**src/rtl/univ_reg_if.sv**
```systemverilog
// Bus bundle for univ_reg: operation controls in, register contents and status out.
interface univ_reg_if #(
  parameter int WIDTH = 8
);
  logic             en;
  logic [2:0]       mode;
  logic [WIDTH-1:0] d;
  logic             sin_l;
  logic             sin_r;
  logic [WIDTH-1:0] q;
  logic [WIDTH-1:0] qbar;
  logic             sout_l;
  logic             sout_r;
  logic             zero;
  logic             changed;

  modport master (
    output en, mode, d, sin_l, sin_r,
    input  q, qbar, sout_l, sout_r, zero, changed
  );

  modport slave (
    input  en, mode, d, sin_l, sin_r,
    output q, qbar, sout_l, sout_r, zero, changed
  );
endinterface

```
**src/rtl/univ_reg.sv**
```systemverilog
// Universal register: hold/load/shift/rotate/toggle/clear of a WIDTH-bit word,
// with complementary output, serial taps, zero flag and registered change flag.
module univ_reg #(
  parameter int               WIDTH     = 8,
  parameter logic [WIDTH-1:0] RESET_VAL = '0
) (
  input logic      clk,
  input logic      rst,
  univ_reg_if.slave bus
);

  typedef enum logic [2:0] {
    MODE_HOLD = 3'b000,
    MODE_LOAD = 3'b001,
    MODE_SHL  = 3'b010,
    MODE_SHR  = 3'b011,
    MODE_ROL  = 3'b100,
    MODE_ROR  = 3'b101,
    MODE_TOG  = 3'b110,
    MODE_CLR  = 3'b111
  } mode_e;

  mode_e            op;
  logic [WIDTH-1:0] q_r;
  logic [WIDTH-1:0] next_q;
  logic [WIDTH-1:0] sl_word;
  logic [WIDTH-1:0] sr_word;
  logic             changed_r;

  assign op = mode_e'(bus.mode);

  // Serial inputs placed at their entry bit positions
  always_comb begin
    sl_word             = '0;
    sr_word             = '0;
    sl_word[0]          = bus.sin_l;
    sr_word[WIDTH-1]    = bus.sin_r;
  end

  // Next-state selection; shifts are built from shift/OR rather than part-selects
  // so WIDTH=1 degenerates naturally (shifts take the serial bit, rotates hold)
  always_comb begin
    next_q = q_r;
    if (bus.en) begin
      case (op)
        MODE_HOLD: next_q = q_r;
        MODE_LOAD: next_q = bus.d;
        MODE_SHL:  next_q = (q_r << 1) | sl_word;
        MODE_SHR:  next_q = (q_r >> 1) | sr_word;
        MODE_ROL:  next_q = (q_r << 1) | (q_r >> (WIDTH - 1));
        MODE_ROR:  next_q = (q_r >> 1) | (q_r << (WIDTH - 1));
        MODE_TOG:  next_q = ~q_r;
        MODE_CLR:  next_q = '0;
        default:   next_q = q_r;
      endcase
    end
  end

  // Register update and change detection; reset dominates enable and mode
  always_ff @(posedge clk) begin
    if (rst) begin
      q_r       <= RESET_VAL;
      changed_r <= 1'b0;
    end else begin
      q_r       <= next_q;
      changed_r <= (next_q != q_r);
    end
  end

  assign bus.q       = q_r;
  assign bus.qbar    = ~q_r;
  assign bus.sout_l  = q_r[WIDTH-1];
  assign bus.sout_r  = q_r[0];
  assign bus.zero    = (q_r == '0);
  assign bus.changed = changed_r;

endmodule

```
**src/flat_wrapper.sv**
```systemverilog
// flat-port wrapper written by rule: the top's interface ports become plain ports
module univ_reg_flat 
#(
  parameter int               WIDTH     = 8,
  parameter logic [WIDTH-1:0] RESET_VAL = '0
)
  (clk, rst, bus_en, bus_mode, bus_d, bus_sin_l, bus_sin_r, bus_q, bus_qbar, bus_sout_l, bus_sout_r, bus_zero, bus_changed);
  univ_reg_if #(.WIDTH(WIDTH)) bus_i ();
  input logic clk;
  input logic rst;
  input wire logic [$bits(bus_i.en)-1:0] bus_en;
  input wire logic [$bits(bus_i.mode)-1:0] bus_mode;
  input wire logic [$bits(bus_i.d)-1:0] bus_d;
  input wire logic [$bits(bus_i.sin_l)-1:0] bus_sin_l;
  input wire logic [$bits(bus_i.sin_r)-1:0] bus_sin_r;
  output wire logic [$bits(bus_i.q)-1:0] bus_q;
  output wire logic [$bits(bus_i.qbar)-1:0] bus_qbar;
  output wire logic [$bits(bus_i.sout_l)-1:0] bus_sout_l;
  output wire logic [$bits(bus_i.sout_r)-1:0] bus_sout_r;
  output wire logic [$bits(bus_i.zero)-1:0] bus_zero;
  output wire logic [$bits(bus_i.changed)-1:0] bus_changed;
  assign bus_i.en = bus_en;
  assign bus_i.mode = bus_mode;
  assign bus_i.d = bus_d;
  assign bus_i.sin_l = bus_sin_l;
  assign bus_i.sin_r = bus_sin_r;
  assign bus_q = bus_i.q;
  assign bus_qbar = bus_i.qbar;
  assign bus_sout_l = bus_i.sout_l;
  assign bus_sout_r = bus_i.sout_r;
  assign bus_zero = bus_i.zero;
  assign bus_changed = bus_i.changed;
  univ_reg #(.WIDTH(WIDTH), .RESET_VAL(RESET_VAL)) u_core (.clk(clk), .rst(rst), .bus(bus_i));
endmodule
```
**config.mk**
```make
export PLATFORM = sky130hd
export DESIGN_NAME = univ_reg_flat
export DESIGN_NICKNAME = d
export VERILOG_FILES = /design/src/rtl/univ_reg_if.sv /design/src/rtl/univ_reg.sv /design/src/flat_wrapper.sv
export SDC_FILE = /design/constraint.sdc
export NUM_CORES = 1
export LEC_CHECK = 0
export BUFFER_PORTS_ARGS = -buffer_cell sky130_fd_sc_hd__buf_2
export CAP_MARGIN = 25
export CELL_PAD_IN_SITES_DETAIL_PLACEMENT = 0
export CELL_PAD_IN_SITES_GLOBAL_PLACEMENT = 1
export CORE_ASPECT_RATIO = 1.5
export CORE_UTILIZATION = 25
export DETAILED_ROUTE_END_ITERATION = 8
export HOLD_SLACK_MARGIN = 0.06
export PLACE_DENSITY_LB_ADDON = 0.1
export SLEW_MARGIN = 20
export SYNTH_ARGS = -nofsm -noshare
export SYNTH_HDL_FRONTEND = slang
export SYNTH_SLANG_ARGS = --single-unit
```
**constraint.sdc**
```tcl
create_clock -name clk -period 2.2 [get_ports clk]
set_clock_uncertainty 0.05 [all_clocks]
set_input_delay 0.11 -clock clk [delete_from_list [all_inputs] [get_ports clk]]
set_output_delay 0.11 -clock clk [all_outputs]
set_load 0.02 [all_outputs]
```
==> results.json <==
{
  "status": "completed",
  "cp.required_ns": 2.25,
  "cts_htree_levels": 1,
  "period_share_pct": 88.1,
  "path_delay_family": "compound AO/OA/AOI/OAI gates",
  "drt_iter0_drc": 40,
  "cp-end-kind": "flop",
  "critPathMaxStageDelay_ns": 0.52,
  "setup_viol": 0,
  "ant_nets": 0,
  "dieArea_sq_mm": 0.00376,
  "irDropWorstVdd_mv": 0.272,
  "ys_seq_elements": 9,
  "grt_max_degree": 19,
  "synth.distinct_cells": 37,
  "min_to": "u_core.bus.q[7]",
  "criticalPathCategory": "flop to flop",
  "routed_wl_microns": 3450,
  "gp_congestion": 0.868,
  "postCtsResizedCells": 0,
  "clk_pin_slew_ns": 0.05,
  "use_met3_pct": 2.04,
  "ys_warn_count": 0,
  "avgSynthCellArea_sq_um": 7.77,
  "die_w_microns": 50.4,
  "post_drt_wl_per_cell_microns": 17.5,
  "n_antenna_cell": 0,
  "worst-path-buf-inv": 0,
  "gr-usage-met2_pct": 35.7,
  "start_kind": "flop",
  "clock-root-buffer": "clkbuf_8",
  "dp_hpwl_microns": 2650,
  "tritoncts": "built",
  "tightest_slew_ns": 0.732,
  "grt_pass1_vias": 1045,
  "area_growth_pct": 36.9,
  "io_buffers": 35,
  "rsz0062_at_grt": "no",
  "r2r-start": "u_core.bus.q[7]",
  "route.detailed.drc": 0,
  "fillers": 397,
  "clock-sinks": 9,
  "cap_viol_max_count": 0,
  "hold_path_depth": 2,
  "antenna_found_initial": 0,
  "post-route-min-period_ns": 1.94,
  "ys_async_sr_fraction_pct": 0,
  "grt_use_met1_pct": 23.0,
  "grt_overflow": 0,
  "cts_buffers": 3,
  "via_per_inst": 5.58,
  "core_sq_mm": 0.00338,
  "synth_edf_count": 0,
  "p_leak_nw": 0.524,
  "num_vias": 1099,
  "r2r_slack_ns": 0.26,
  "hold_start": "rst",
  "track_usage_pct": 19.6,
  "initial_core_util_pct": 26.0,
  "clockBufferDepth": 2,
  "crit_chain": "mux2_2, o221ai_2, a31oi_1, or4_1, o21bai_1, a41oi_1",
  "cp_slowest_cell": "or4_1",
  "nNetsFinal": 172,
  "hold_violations": 0,
  "synth_nets": 129,
  "cp.arrival_ns": 1.99,
  "r2r_end": "u_core.bus.changed",
  "rows": 26,
  "worstHoldPathType": "input pin to flop",
  "power_density_mw_per_mm2": 557,
  "drive_above_1_share_pct": 39.4,
  "yosysSeqAreaShare_pct": 20.5,
  "io_pins": 36,
  "max_freq_ghz": 0.516,
  "synth_cells": 113,
  "worstRegToRegCells": 6,
  "slew_viol_final": 0,
  "slew_headroom_pct": 51.0,
  "die_y_microns": 74.6,
  "clk_latency_ns": 0.23,
  "post_cts_buffers": 0,
  "grt_pass1_wl_microns": 5310,
  "finish.utilization_pct": 35.5,
  "crit_fanout": 6,
  "hold_buffers": 0,
  "drt_pass1_iterations": 4,
  "synth_area_sq_um": 878,
  "setup-tns-final_ns": 0,
  "synth-main-ff-cell": "dfxtp_1",
  "busiest_layer": "met2"
}
placed cells by master, fill, tap and decap left out, types with 4 or more instances in the layout:
master    instances
inv_1            10
a31oi_1          12
o221ai_1          4
buf_2            35
buf_4            15
nor2_1            4
dfxtp_1           9
a211oi_1          4
mux2_2            6
nand2_1           6
a221oi_1          6
report_power, final:
group          internal, mW  leakage [nW]  switching, mW
Combinational         0.114         0.426          0.170
Sequential            0.178        0.0747         0.0133
Clock                 0.127        0.0228         0.0676
Total                 0.419         0.524          0.251
metrics by stage:
step / area (sq um) / hold slack [ns] / setup WS (ns) / total power, mW / cells
global placement: 1160 / 0.386 / 0.193 / 0.478 / 193
detailed placement: 1160 / 0.384 / 0.136 / 0.478 / 193
floorplan: 878 / 0.260 / 0.235 / 0.368 / 113
global route: 1200 / 0.158 / 0.121 / 0.718 / 197
CTS: 1200 / 0.136 / 0.251 / 0.674 / 197
finish: 1200 / 0.143 / 0.262 / 0.669 / 197
worst max path at each step:
stage                               start            endpoint  slack [ns]  depth (start not counted)
final                     u_core.bus.q[7]  u_core.bus.changed        0.26                          6
after floorplan               bus_mode[0]  u_core.bus.changed        0.23                          7
after global routing      u_core.bus.q[7]  u_core.bus.changed        0.12                          6
after CTS                 u_core.bus.q[7]  u_core.bus.changed        0.25                          6
after detailed placement      bus_mode[0]  u_core.bus.changed        0.14                          7
after global placement        bus_mode[0]  u_core.bus.changed        0.19                          7
cell usage after synthesis (3+ instances only):
master,instances,area [sq um]
a221oi_1,6,52.6
a22oi_1,3,22.5
inv_1,10,37.5
nor2_1,4,15.0
mux2_2,6,67.6
clkbuf_1,6,22.5
o21bai_1,3,22.5
dfxtp_1,9,180
o21ai_0,3,15.0
a21oi_1,3,15.0
nor2b_1,3,18.8
a211oi_1,4,30.0
a31oi_1,12,75.1
nand2_1,6,22.5
o221ai_1,4,35.0
layout make-up:
type / count / area, sq um / area share [%]
Tap cell: 42 / 52.6 / 4.37
Inverter: 10 / 37.5 / 3.12
Sequential cell: 9 / 180 / 15.0
Clock buffer: 4 / 45.0 / 3.75
Timing Repair Buffer: 50 / 288 / 23.9
Multi-Input combinational cell: 82 / 599 / 49.8
sequential cells by signal, summed over array words and instances (netlist names):
| name | count |
|---|---|
| u_core.bus.changed | 1 |
| u_core.bus.q | 8 |
worst reg2reg max path, cell delays in order, from the launching register on:
cell and delay (ns):
dfxtp_1 0.38, mux2_2 0.30, o221ai_2 0.19, a31oi_1 0.10, or4_1 0.52, o21bai_1 0.14, a41oi_1 0.12
layer usage:
metal  routed length [microns]  vias to the layer above
li1                          -                      528
met1                      1450                      525
met2                      1760                       42
met5                         0                        -
met3                       185                        4
met4                        52                        0
cell families (layout without fill, tap and decap cells):
| family | Yosys count | after routing | synth area share [%] |
|---|---|---|---|
| AOI/OAI and AO/OA | 47 | 47 | 40.6 |
| muxes | 8 | 8 | 9.97 |
| and+or+nand+nor | 26 | 26 | 16.5 |
| buffers and inverters | 22 | 64 | 11.3 |
| adders and majority gates | 1 | 1 | 1.14 |
| DFF | 9 | 9 | 20.5 |
(Power assumes the default switching activity.)
